<file path="src/rtl/obuf_drain_if.sv">
// Bus bundle for obuf_drain: job control, output-FIFO read port, downstream write port and status.
interface obuf_drain_if #(
    parameter int DATA_WIDTH = 8,
    parameter int ADDR_WIDTH = 8
);
    logic                    start;
    logic [ADDR_WIDTH-1:0]   base_addr;
    logic                    fifo_empty;
    logic                    fifo_rd_en;
    logic [2*DATA_WIDTH-1:0] fifo_dout;
    logic                    wr_valid;
    logic                    wr_ready;
    logic [ADDR_WIDTH-1:0]   wr_addr;
    logic [2*DATA_WIDTH-1:0] wr_data;
    logic                    busy;
    logic                    done;
    logic                    start_err;

    // The drain block itself sits on the slave side.
    modport slave (
        input  start, base_addr, fifo_empty, fifo_dout, wr_ready,
        output fifo_rd_en, wr_valid, wr_addr, wr_data, busy, done, start_err
    );

    modport master (
        output start, base_addr, fifo_empty, fifo_dout, wr_ready,
        input  fifo_rd_en, wr_valid, wr_addr, wr_data, busy, done, start_err
    );
endinterface

</file>
<file path="src/rtl/obuf_drain.sv">
// Drains one job of NUM_CH*OUT_DIM*OUT_DIM words from the output FIFO and writes them
// downstream with channel/row/column addresses, through a 2-entry skid queue.
module obuf_drain #(
    parameter int DATA_WIDTH = 8,
    parameter int OUT_DIM    = 3,
    parameter int NUM_CH     = 4,
    parameter int CH_STRIDE  = 16,
    parameter int ADDR_WIDTH = 8
) (
    input  logic         clk,
    input  logic         rst_n,
    obuf_drain_if.slave  bus
);
    localparam int TOTAL = NUM_CH * OUT_DIM * OUT_DIM;
    localparam int CNT_W = $clog2(TOTAL + 1);
    localparam int RC_W  = $clog2(OUT_DIM + 1);
    localparam int CH_W  = $clog2(NUM_CH + 1);
    localparam int DW    = 2 * DATA_WIDTH;

    typedef enum logic [1:0] {IDLE, RUN, FLUSH, DONE} state_t;

    state_t                state_q, state_d;
    logic [CNT_W-1:0]      req_cnt_q, wr_cnt_q;
    logic                  inflight_q;
    logic [1:0]            occ_q;
    logic                  head_q;
    logic [DW-1:0]         q_data_q [2];
    logic [ADDR_WIDTH-1:0] q_addr_q [2];
    logic [RC_W-1:0]       col_q, row_q;
    logic [CH_W-1:0]       ch_q;
    logic [ADDR_WIDTH-1:0] base_q;
    logic                  start_err_q;

    logic                  start_ok, wr_valid, accept, last_accept, rd_en, wr_idx;
    logic [1:0]            occ_eff;
    logic [ADDR_WIDTH-1:0] cap_addr;

    assign start_ok    = bus.start && (state_q == IDLE);
    assign wr_valid    = (occ_q != 2'd0);
    assign accept      = wr_valid && bus.wr_ready;
    assign last_accept = accept && (wr_cnt_q == CNT_W'(TOTAL - 1));
    // Occupancy is taken after this cycle's accept so a full pipeline still pops every cycle;
    // queue + in-flight can never exceed two words.
    assign occ_eff     = occ_q - {1'b0, accept};
    assign rd_en       = (state_q == RUN) && !bus.fifo_empty
                         && (req_cnt_q < CNT_W'(TOTAL))
                         && ((occ_eff + {1'b0, inflight_q}) < 2'd2);
    assign wr_idx      = head_q ^ occ_q[0];
    assign cap_addr    = base_q
                         + ADDR_WIDTH'(ch_q) * ADDR_WIDTH'(CH_STRIDE)
                         + ADDR_WIDTH'(row_q) * ADDR_WIDTH'(OUT_DIM)
                         + ADDR_WIDTH'(col_q);

    always_ff @(posedge clk or negedge rst_n) begin
        if (!rst_n) begin
            state_q <= IDLE;
        end else begin
            state_q <= state_d;
        end
    end

    always_comb begin
        state_d = state_q;
        case (state_q)
            IDLE:    if (start_ok) state_d = RUN;
            RUN:     if (rd_en && (req_cnt_q == CNT_W'(TOTAL - 1))) state_d = FLUSH;
            FLUSH:   if (last_accept) state_d = DONE;
            DONE:    state_d = IDLE;
            default: state_d = IDLE;
        endcase
    end

    always_ff @(posedge clk or negedge rst_n) begin
        if (!rst_n) begin
            req_cnt_q   <= '0;
            wr_cnt_q    <= '0;
            base_q      <= '0;
            col_q       <= '0;
            row_q       <= '0;
            ch_q        <= '0;
            inflight_q  <= 1'b0;
            occ_q       <= 2'd0;
            head_q      <= 1'b0;
            start_err_q <= 1'b0;
        end else begin
            if (start_ok) begin
                req_cnt_q <= '0;
                wr_cnt_q  <= '0;
                base_q    <= bus.base_addr;
                col_q     <= '0;
                row_q     <= '0;
                ch_q      <= '0;
            end else begin
                if (rd_en)  req_cnt_q <= req_cnt_q + CNT_W'(1);
                if (accept) wr_cnt_q  <= wr_cnt_q + CNT_W'(1);
                if (inflight_q) begin
                    if (col_q == RC_W'(OUT_DIM - 1)) begin
                        col_q <= '0;
                        if (row_q == RC_W'(OUT_DIM - 1)) begin
                            row_q <= '0;
                            ch_q  <= ch_q + CH_W'(1);
                        end else begin
                            row_q <= row_q + RC_W'(1);
                        end
                    end else begin
                        col_q <= col_q + RC_W'(1);
                    end
                end
            end
            inflight_q  <= rd_en;
            occ_q       <= occ_q + {1'b0, inflight_q} - {1'b0, accept};
            head_q      <= head_q ^ accept;
            start_err_q <= start_err_q | (bus.start && (state_q != IDLE));
        end
    end

    // Each queue slot captures the word returning from the FIFO when it is the tail.
    for (genvar gi = 0; gi < 2; gi++) begin : g_slot
        always_ff @(posedge clk or negedge rst_n) begin
            if (!rst_n) begin
                q_data_q[gi] <= '0;
                q_addr_q[gi] <= '0;
            end else if (inflight_q && (wr_idx == 1'(gi))) begin
                q_data_q[gi] <= bus.fifo_dout;
                q_addr_q[gi] <= cap_addr;
            end
        end
    end

    assign bus.fifo_rd_en = rd_en;
    assign bus.wr_valid   = wr_valid;
    assign bus.wr_data    = wr_valid ? q_data_q[head_q] : '0;
    assign bus.wr_addr    = wr_valid ? q_addr_q[head_q] : '0;
    assign bus.busy       = (state_q == RUN) || (state_q == FLUSH);
    assign bus.done       = (state_q == DONE);
    assign bus.start_err  = start_err_q;
endmodule
</file>
<file path="src/flat_wrapper.sv">
// flat-port wrapper written by rule: the top's interface ports become plain ports
module obuf_drain_flat 
#(
    parameter int DATA_WIDTH = 8,
    parameter int OUT_DIM    = 3,
    parameter int NUM_CH     = 4,
    parameter int CH_STRIDE  = 16,
    parameter int ADDR_WIDTH = 8
)
  (clk, rst_n, bus_start, bus_base_addr, bus_fifo_empty, bus_fifo_dout, bus_wr_ready, bus_fifo_rd_en, bus_wr_valid, bus_wr_addr, bus_wr_data, bus_busy, bus_done, bus_start_err);
  obuf_drain_if #(.DATA_WIDTH(DATA_WIDTH), .ADDR_WIDTH(ADDR_WIDTH)) bus_i ();
  input  logic clk;
  input  logic rst_n;
  input wire logic [$bits(bus_i.start)-1:0] bus_start;
  input wire logic [$bits(bus_i.base_addr)-1:0] bus_base_addr;
  input wire logic [$bits(bus_i.fifo_empty)-1:0] bus_fifo_empty;
  input wire logic [$bits(bus_i.fifo_dout)-1:0] bus_fifo_dout;
  input wire logic [$bits(bus_i.wr_ready)-1:0] bus_wr_ready;
  output wire logic [$bits(bus_i.fifo_rd_en)-1:0] bus_fifo_rd_en;
  output wire logic [$bits(bus_i.wr_valid)-1:0] bus_wr_valid;
  output wire logic [$bits(bus_i.wr_addr)-1:0] bus_wr_addr;
  output wire logic [$bits(bus_i.wr_data)-1:0] bus_wr_data;
  output wire logic [$bits(bus_i.busy)-1:0] bus_busy;
  output wire logic [$bits(bus_i.done)-1:0] bus_done;
  output wire logic [$bits(bus_i.start_err)-1:0] bus_start_err;
  assign bus_i.start = bus_start;
  assign bus_i.base_addr = bus_base_addr;
  assign bus_i.fifo_empty = bus_fifo_empty;
  assign bus_i.fifo_dout = bus_fifo_dout;
  assign bus_i.wr_ready = bus_wr_ready;
  assign bus_fifo_rd_en = bus_i.fifo_rd_en;
  assign bus_wr_valid = bus_i.wr_valid;
  assign bus_wr_addr = bus_i.wr_addr;
  assign bus_wr_data = bus_i.wr_data;
  assign bus_busy = bus_i.busy;
  assign bus_done = bus_i.done;
  assign bus_start_err = bus_i.start_err;
  obuf_drain #(.DATA_WIDTH(DATA_WIDTH), .OUT_DIM(OUT_DIM), .NUM_CH(NUM_CH), .CH_STRIDE(CH_STRIDE), .ADDR_WIDTH(ADDR_WIDTH)) u_core (.clk(clk), .rst_n(rst_n), .bus(bus_i));
endmodule
</file>
<file path="config.mk">
export PLATFORM = sky130hd
export DESIGN_NAME = obuf_drain_flat
export DESIGN_NICKNAME = d
export VERILOG_FILES = /design/src/rtl/obuf_drain_if.sv /design/src/rtl/obuf_drain.sv /design/src/flat_wrapper.sv
export SDC_FILE = /design/constraint.sdc
export NUM_CORES = 1
export LEC_CHECK = 0
export CELL_PAD_IN_SITES_DETAIL_PLACEMENT = 1
export CELL_PAD_IN_SITES_GLOBAL_PLACEMENT = 2
export CORE_UTILIZATION = 33
export DETAILED_ROUTE_END_ITERATION = 8
export GPL_TIMING_DRIVEN = 0
export PLACE_DENSITY_LB_ADDON = 0.1
export SETUP_SLACK_MARGIN = 0.4
export SYNTH_ARGS = -nofsm -noshare
export SYNTH_HDL_FRONTEND = slang
export SYNTH_SLANG_ARGS = --single-unit
</file>
<file path="constraint.sdc">
create_clock -name clk -period 2.88 [get_ports clk]
set_clock_uncertainty 0.2 [all_clocks]
set_input_delay 0.576 -clock clk [delete_from_list [all_inputs] [get_ports clk]]
set_output_delay 0.576 -clock clk [all_outputs]
set_load 0.1 [all_outputs]
</file>
==> insert_results.sql, run 1 <==
INSERT INTO impl_metrics (metric_group, metric, value, unit) VALUES
('logic_synthesis', 'yosysUniqueCellTypes', '42', ''),
('routing', 'route.vias.total', '3148', ''),
('placement', 'placedInstanceArea', '5250', 'um2'),
('cts', 'clockBufferDepth', '2', ''),
('timing', 'clock.fmax', '323', 'MHz'),
('run_status', 'outcome', 'finished, violations left', ''),
('cts', 'clockRootBuffer', 'sky130_fd_sc_hd__clkbuf_16', ''),
('logic_synthesis', 'synth_adder_area_share', '9.17', '%'),
('critical_path', 'worst-path-max-fanout', '3', ''),
('logic_synthesis', 'share_of_synthesized_area_spent_on_multiplexers', '18.7', '%'),
('logic_synthesis', 'synthCells', '369', ''),
('placement', 'routabilityCongestion', '0.719', ''),
('cells_and_area', 'drive_above_1_share', '43.3', '%'),
('routing', 'wirelength', '10300', 'um'),
('critical_path', 'cp.required', '2.10', 'ns'),
('grt', 'grt_pass1_vias', '3221', ''),
('grt', 'antenna_found_initial', '0', ''),
('critical_path', 'startpoint_type', 'flop', ''),
('floorplan', 'die_y', '115', 'um'),
('placement', 'numPortBuffers', '57', ''),
('critical_path', 'worst_r2r_endpoint', 'u_core.q_addr_q[5]', ''),
('logic_synthesis', 'post_synth_xor_area_fraction', '3.31', '%'),
('floorplan', 'starting_density', '34.4', '%'),
('grt', 'track_usage', '16.1', '%'),
('hold_path', 'min_to', 'u_core.bus.start_err', ''),
('cells_and_area', 'finish.instance_area', '6430', 'um2'),
('floorplan', 'number_of_placement_rows', '40', ''),
('timing', 'setup_failing_eps_final', '5', ''),
('hold_path', 'worst_hold_path_depth', '1', ''),
('logic_synthesis', 'synth_compound_area_share', '6.14', '%'),
('logic_synthesis', 'post_synth.cell_area_avg', '11.4', 'um2'),
('timing', 'rsz0062_at_grt', 'yes', ''),
('cells_and_area', 'layout.cells.most_common_list', 'sky130_fd_sc_hd__dfrtp_1 (78), sky130_fd_sc_hd__nand2_1 (40), sky130_fd_sc_hd__mux2_2 (38)', ''),
('hold_path', 'hold_start', 'u_core.bus.start_err', ''),
('routing', 'post_drt_wl_per_cell', '15.8', 'um'),
('placement', 'dpl.hpwl', '6690', 'um'),
('cts', 'clock-sinks', '82', ''),
('timing', 'worst-slew-pin-transition', '0.956', 'ns'),
('logic_synthesis', 'syn_area', '4200', 'um2'),
('logic_synthesis', 'synth_top_family_by_area', 'multiplexers', ''),
('critical_path', 'signal_arrival_time_at_the_worst_endpoint', '2.32', 'ns'),
('logic_synthesis', 'synth-async-reset-ratio', '100', '%'),
('timing', 'final_hold_viols', '0', ''),
('floorplan', 'top_level_ports', '58', ''),
('cells_and_area', 'antenna_cells_inserted', '0', ''),
('timing', 'setup_slack', '-0.221', 'ns'),
('critical_path', 'timing.critical_path.slowest_cell_delay', '0.44', 'ns'),
('hold_path', 'holdCritPathClass', 'reg -> reg', ''),
('routing', 'first_pass_iters', '4', ''),
('critical_path', 'setup.worst_path.class', 'reg -> out', ''),
('cells_and_area', 'num-nets-final', '538', ''),
('critical_path', 'timing.reg2reg.setup_slack', '-0.18', 'ns'),
('routing', 'drtAntennaViolNets', '0', ''),
('run_status', 'violated_checks', 'setup timing', ''),
('timing', 'max_slew_margin', '36.5', '%'),
('critical_path', 'critPathSlowestCell', 'sky130_fd_sc_hd__dfrtp_2', ''),
('cts', 'h-tree-depth', '3', ''),
('routing', 'post_detailed_route_drc_marker_count', '0', ''),
('timing', 'final.min_clock_period', '3.10', 'ns'),
('floorplan', 'core_area', '12200', 'um2'),
('cts', 'worst_skew_pair.late_latency', '0.34', 'ns'),
('timing', 'final-max-slew-violation-count', '0', ''),
('routing', 'drt_first_iter_violations', '78', ''),
('critical_path', 'critical_path_endpoint_category', 'primary output', ''),
('logic_synthesis', 'synth.yosys.seq_area_share', '48.9', '%'),
('logic_synthesis', 'synth-edff-count', '0', ''),
('cts', 'cts_inserted_buffers', '9', ''),
('floorplan', 'fp.dieArea', '13200', 'um2'),
('grt', 'grt_first_pass_wirelength', '16200', 'um'),
('cts', 'cts_tree', 'yes', ''),
('logic_synthesis', 'synth.net_count', '427', '');
## critical path: cells and delay by family, from the launching register on
kind	cells	cell delay, ns
compound gates	2	0.49
flops	1	0.44
xor+xnor	1	0.26
buf+inv	3	0.40
fa+ha+maj	2	0.41
## metal layers
metal | wire (um) | GRT usage, % | vias up
met3 | 312 | 2.90 | 10
li1 | - | - | 1497
met1 | 4580 | 20.8 | 1590
met5 | 0 | 0 | -
met4 | 159 | 7.01 | 0
met2 | 5250 | 26.5 | 51
## cells in the mapped netlist (2+ instances only)
master	count	area [um2]
sky130_fd_sc_hd__o21ai_0	7	35.0
sky130_fd_sc_hd__o211ai_1	2	15.0
sky130_fd_sc_hd__nand2_1	40	150
sky130_fd_sc_hd__buf_2	5	25.0
sky130_fd_sc_hd__a21o_1	2	15.0
sky130_fd_sc_hd__a211o_1	4	35.0
sky130_fd_sc_hd__mux2i_1	30	300
sky130_fd_sc_hd__dfrtp_1	82	2050
sky130_fd_sc_hd__nor3_1	3	15.0
sky130_fd_sc_hd__nor2_1	44	165
sky130_fd_sc_hd__a21oi_1	10	50.1
sky130_fd_sc_hd__buf_1	2	7.51
sky130_fd_sc_hd__nand3_1	5	25.0
sky130_fd_sc_hd__xor2_1	5	43.8
sky130_fd_sc_hd__fa_1	3	60.1
sky130_fd_sc_hd__a31o_1	2	17.5
sky130_fd_sc_hd__ha_1	26	325
sky130_fd_sc_hd__inv_1	12	45.0
sky130_fd_sc_hd__nand4b_1	3	26.3
sky130_fd_sc_hd__clkbuf_1	8	30.0
sky130_fd_sc_hd__nand3b_1	2	15.0
sky130_fd_sc_hd__and3_1	2	12.5
sky130_fd_sc_hd__or2_2	2	12.5
sky130_fd_sc_hd__mux2_2	43	484
sky130_fd_sc_hd__xnor2_1	8	70.1
## stage by stage
step                      setup TNS [ns]  utilization [%]  worst slack (ns)  cells  hold slack (ns)
after floorplan                    -4.59                -            -0.665    369           0.0804
after global placement           -188.61             42.8             -2.38    594            0.248
after detailed placement          -19.62             43.0             -1.81    595            0.247
after CTS                          -2.67             47.7            -0.283    626            0.264
after global routing               -1.15             52.6            -0.277    653            0.290
final                             -0.698             52.6            -0.221    653            0.255
## worst max-delay path by stage
| stage | startpoint | depth (start not counted) | slack [ns] | endpoint |
|---|---|---|---|---|
| after floorplan | bus_wr_ready | 7 | -0.67 | bus_fifo_rd_en |
| after global placement | rst_n | 1 | -2.38 | u_core.occ_q[0] |
| after detailed placement | bus_wr_ready | 9 | -1.81 | bus_fifo_rd_en |
| after CTS | u_core.occ_q[1] | 8 | -0.28 | bus_fifo_rd_en |
| after global routing | u_core.occ_q[1] | 8 | -0.28 | bus_fifo_rd_en |
| final | u_core.occ_q[1] | 8 | -0.22 | bus_fifo_rd_en |
## sequential cells by signal, indices dropped and copies added, names as in the netlist
register and count:
u_core.ch_q 3, u_core.occ_q 2, u_core.inflight_q 1, u_core.q_data_q 32, u_core.req_cnt_q 6, u_core.bus.start_err 1
u_core.row_q 2, u_core.head_q 1, u_core.state_q 2, u_core.q_addr_q 16, u_core.wr_cnt_q 6, u_core.col_q 2
u_core.base_q 8
## logic make-up after synthesis
family,after synthesis
AO/OA/AOI/OAI,36
multiplexers,73
XOR/XNOR,14
adder cells (fa/ha/maj),29
flip-flops,82
buffers and inverters,27
AND/OR/NAND/NOR,108
## area by class of cell
| class | count | area (um2) |
|---|---|---|
| buffer | 15 | 124 |
| clock buffer | 11 | 233 |
| clock inverter | 5 | 55.1 |
| fill | 1287 | 5780 |
| inverter | 12 | 45.0 |
| multi-input combinational | 260 | 2460 |
| sequential | 82 | 2060 |
| tap | 168 | 210 |
| timing repair buffer | 100 | 1240 |
## timing repair
| action | CTS | global route |
|---|---|---|
| hold buffers | 1 | 0 |
| cloned | 0 | 1 |
| hold endpoints to repair | 25 | 0 |
| buffers inserted | 14 | 26 |
| resized for setup | 122 | 218 |
| endpoints found under the setup margin | 50 | 47 |
| pin swaps | 10 | 10 |
Power of run 1 is not shown: default switching activity piles up to over one toggle a cycle in this logic, so the estimate is an artifact.
==> inputs of run 2 (changes only) <==
Settings changed: CORE_UTILIZATION 33 to 31.
==> run 2 against run 1 <==
Against the previous run:
- the flow still finishes with violations (setup timing)
- critical path depth unchanged
- via count rose by 0.70%
- worst setup slack better by 0.039 ns
- critical path type unchanged
- largest cell class unchanged
==> insert_results.sql, run 2 (synthesized netlist as in run 1, its figures left out) <==
INSERT INTO impl_metrics (metric_group, metric, value, unit) VALUES
('run_status', 'outcome', 'finished, violations left', ''),
('run_status', 'violated_checks', 'setup timing', ''),
('routing', 'first_pass_iters', '4', ''),
('routing', 'route.vias.total', '3170', ''),
('placement', 'routabilityCongestion', '0.684', ''),
('critical_path', 'startpoint_type', 'flop', ''),
('critical_path', 'worst_r2r_endpoint', 'u_core.q_addr_q[5]', ''),
('grt', 'antenna_found_initial', '0', ''),
('placement', 'place.detailed.instances', '603', ''),
('timing', 'rsz0062_at_grt', 'yes', ''),
('cts', 'clock_transition_time_at_the_flip_flop_clock_pins_of_the_worst_setup_and_hold_paths', '0.06', 'ns'),
('routing', 'drt_first_iter_violations', '57', ''),
('cells_and_area', 'seq_area', '2060', 'um2'),
('timing', 'setup_slack', '-0.181', 'ns'),
('critical_path', 'timing.critical_path.cells', 'o21ai_4 -> inv_2 -> ha_4 -> inv_4 -> ha_4 -> xor3_2 -> a2111oi_4 -> buf_6', ''),
('critical_path', 'critical_path.startpoint', 'u_core.occ_q[0]', ''),
('timing', 'max_slew_margin', '36.5', '%'),
('critical_path', 'most_frequent_cell_on_the_critical_path', 'sky130_fd_sc_hd__ha_4', ''),
('cts', 'clock-sinks', '82', ''),
('floorplan', 'fp.dieArea', '14000', 'um2'),
('cts', 'h-tree-depth', '3', ''),
('critical_path', 'timing.reg2reg.setup_slack', '-0.15', 'ns'),
('cells_and_area', 'num-nets-final', '549', ''),
('grt', 'grt.overflow.total', '0', ''),
('cells_and_area', 'filler_cell_count', '1373', ''),
('floorplan', 'die_y', '118', 'um'),
('placement', 'numPortBuffers', '57', ''),
('cells_and_area', 'antenna_cells_inserted', '0', ''),
('cells_and_area', 'area.growth.synth_to_final', '57.0', '%'),
('routing', 'wirelength', '10900', 'um'),
('timing', 'setup_failing_eps_final', '7', ''),
('grt', 'maximum_number_of_pins_on_one_net_before_global_route_repair', '57', ''),
('critical_path', 'timing.critical_path.to', 'bus_fifo_rd_en', ''),
('timing', 'final.min_clock_period', '3.06', 'ns'),
('critical_path', 'critPathSlowestCell', 'sky130_fd_sc_hd__dfrtp_2', ''),
('routing', 'post_drt_wl_per_cell', '16.2', 'um'),
('cells_and_area', 'multiInputGateArea', '2450', 'um2'),
('timing', 'worst-slew-pin-transition', '0.956', 'ns'),
('routing', 'routed_via_density', '4.72', ''),
('critical_path', 'rr_worst_depth', '8', ''),
('floorplan', 'number_of_placement_rows', '42', ''),
('routing', 'post_detailed_route_drc_marker_count', '0', ''),
('cts', 'worst_skew_pair.late_latency', '0.34', 'ns'),
('critical_path', 'setup.worst_path.class', 'reg -> out', ''),
('timing', 'final_hold_viols', '0', ''),
('critical_path', 'critical_path_endpoint_category', 'primary output', ''),
('cells_and_area', 'layout_commonest_cell', 'sky130_fd_sc_hd__dfrtp_1', ''),
('critical_path', 'timing.critical_path.slowest_cell_delay', '0.43', 'ns'),
('job', 'cap_viol_max_count', '0', ''),
('placement', 'dpl.hpwl', '6750', 'um'),
('floorplan', 'core_area', '13200', 'um2'),
('cts', 'cts_tree', 'yes', ''),
('critical_path', 'cp.required', '2.10', 'ns'),
('cts', 'cts_inserted_buffers', '9', ''),
('critical_path', 'worst-path-max-fanout', '2', ''),
('cells_and_area', 'largest_register_ffs', '32', ''),
('cells_and_area', 'reg.largest.list', 'u_core.q_data_q: 32 flops, u_core.q_addr_q: 16 flops, u_core.base_q: 8 flops', ''),
('timing', 'final-max-slew-violation-count', '0', ''),
('hold_path', 'holdCritPathClass', 'reg -> reg', ''),
('floorplan', 'starting_density', '31.7', '%'),
('cells_and_area', 'drive_above_1_share', '45.2', '%'),
('critical_path', 'worstReg2RegStart', 'u_core.row_q[0]', ''),
('floorplan', 'top_level_ports', '58', ''),
('grt', 'track_usage', '16.1', '%'),
('floorplan', 'floorplan.die.width', '118', 'um'),
('timing', 'share_of_the_clock_period_used_by_the_worst_path_after_layout', '106', '%'),
('cells_and_area', 'finish.instance_area', '6600', 'um2'),
('critical_path', 'signal_arrival_time_at_the_worst_endpoint', '2.29', 'ns'),
('timing', 'clock.fmax', '327', 'MHz'),
('cells_and_area', 'layout.cells.most_common_list', 'sky130_fd_sc_hd__dfrtp_1 (79), sky130_fd_sc_hd__mux2_2 (39), sky130_fd_sc_hd__nand2_1 (39)', ''),
('routing', 'drtAntennaViolNets', '0', ''),
('cts', 'clockBufferDepth', '2', ''),
('cts', 'clockRootBuffer', 'sky130_fd_sc_hd__clkbuf_16', ''),
('cells_and_area', 'fin_cells', '672', ''),
('hold_path', 'worst_hold_path_depth', '1', ''),
('placement', 'placedInstanceArea', '5260', 'um2'),
('grt', 'grt_first_pass_wirelength', '17400', 'um'),
('grt', 'grt_pass1_vias', '3310', ''),
('cells_and_area', 'top_register', 'u_core.q_data_q', '');
==> run 2: layout make-up <==
| cell class | instances | share of cell area, % |
|---|---|---|
| buffer | 15 | 2.03 |
| clock buffer | 11 | 3.68 |
| clock inverter | 5 | 1.18 |
| inverter | 12 | 0.721 |
| multi-input combinational | 260 | 37.2 |
| sequential | 82 | 31.2 |
| tap | 176 | 3.34 |
| timing repair buffer | 111 | 20.7 |
==> run 2: repair_timing <==
action | CTS | global route
gates cloned | 0 | 2
buffers inserted | 27 | 23
gates resized for setup | 130 | 221
hold buffers | 1 | 0
hold endpoints to repair | 26 | 0
pin swaps | 10 | 13
setup endpoints to repair | 50 | 59
==> run 2: worst min-delay path by stage <==
stage                                      end  slack [ns]                  from
after floorplan               u_core.base_q[0]        0.08                 rst_n
after global placement    u_core.bus.start_err        0.24  u_core.bus.start_err
after detailed placement  u_core.bus.start_err        0.25  u_core.bus.start_err
after CTS                 u_core.bus.start_err        0.26  u_core.bus.start_err
after global routing      u_core.bus.start_err        0.27  u_core.bus.start_err
final                     u_core.bus.start_err        0.25  u_core.bus.start_err
==> run 2: through the flow <==
step                      TNS [ns]  worst slack [ns]  hold WS (ns)  util [%]
after floorplan              -4.59            -0.665        0.0804         -
after global placement     -194.00             -2.48         0.242      39.5
after detailed placement    -18.94             -1.84         0.246      39.7
after CTS                    -3.14            -0.318         0.260      44.9
after global routing         -1.68            -0.273         0.274      49.8
final                       -0.873            -0.181         0.254      49.8
==> run 2: per-layer routing <==
metal  share of wire (%)  wire length [um]  GRT usage [%]  vias to the layer above
li1                    -                 -              -                     1516
met1                  44              4810           20.3                     1588
met2                  51              5620           27.0                       55
met3                 2.9               322           3.23                       11
met4                 1.6               174           6.41                        0
met5                   0                 0              0                        -
==> run 2: critical path: cells and delay by family, from the launching register on <==
family | cells | cell delay (ns)
buffers and inverters | 3 | 0.38
adders and majority gates | 2 | 0.41
AOI/OAI and AO/OA | 2 | 0.46
xor gates and xnor gates | 1 | 0.26
DFF | 1 | 0.43
Power of run 2 is left out for the same reason.
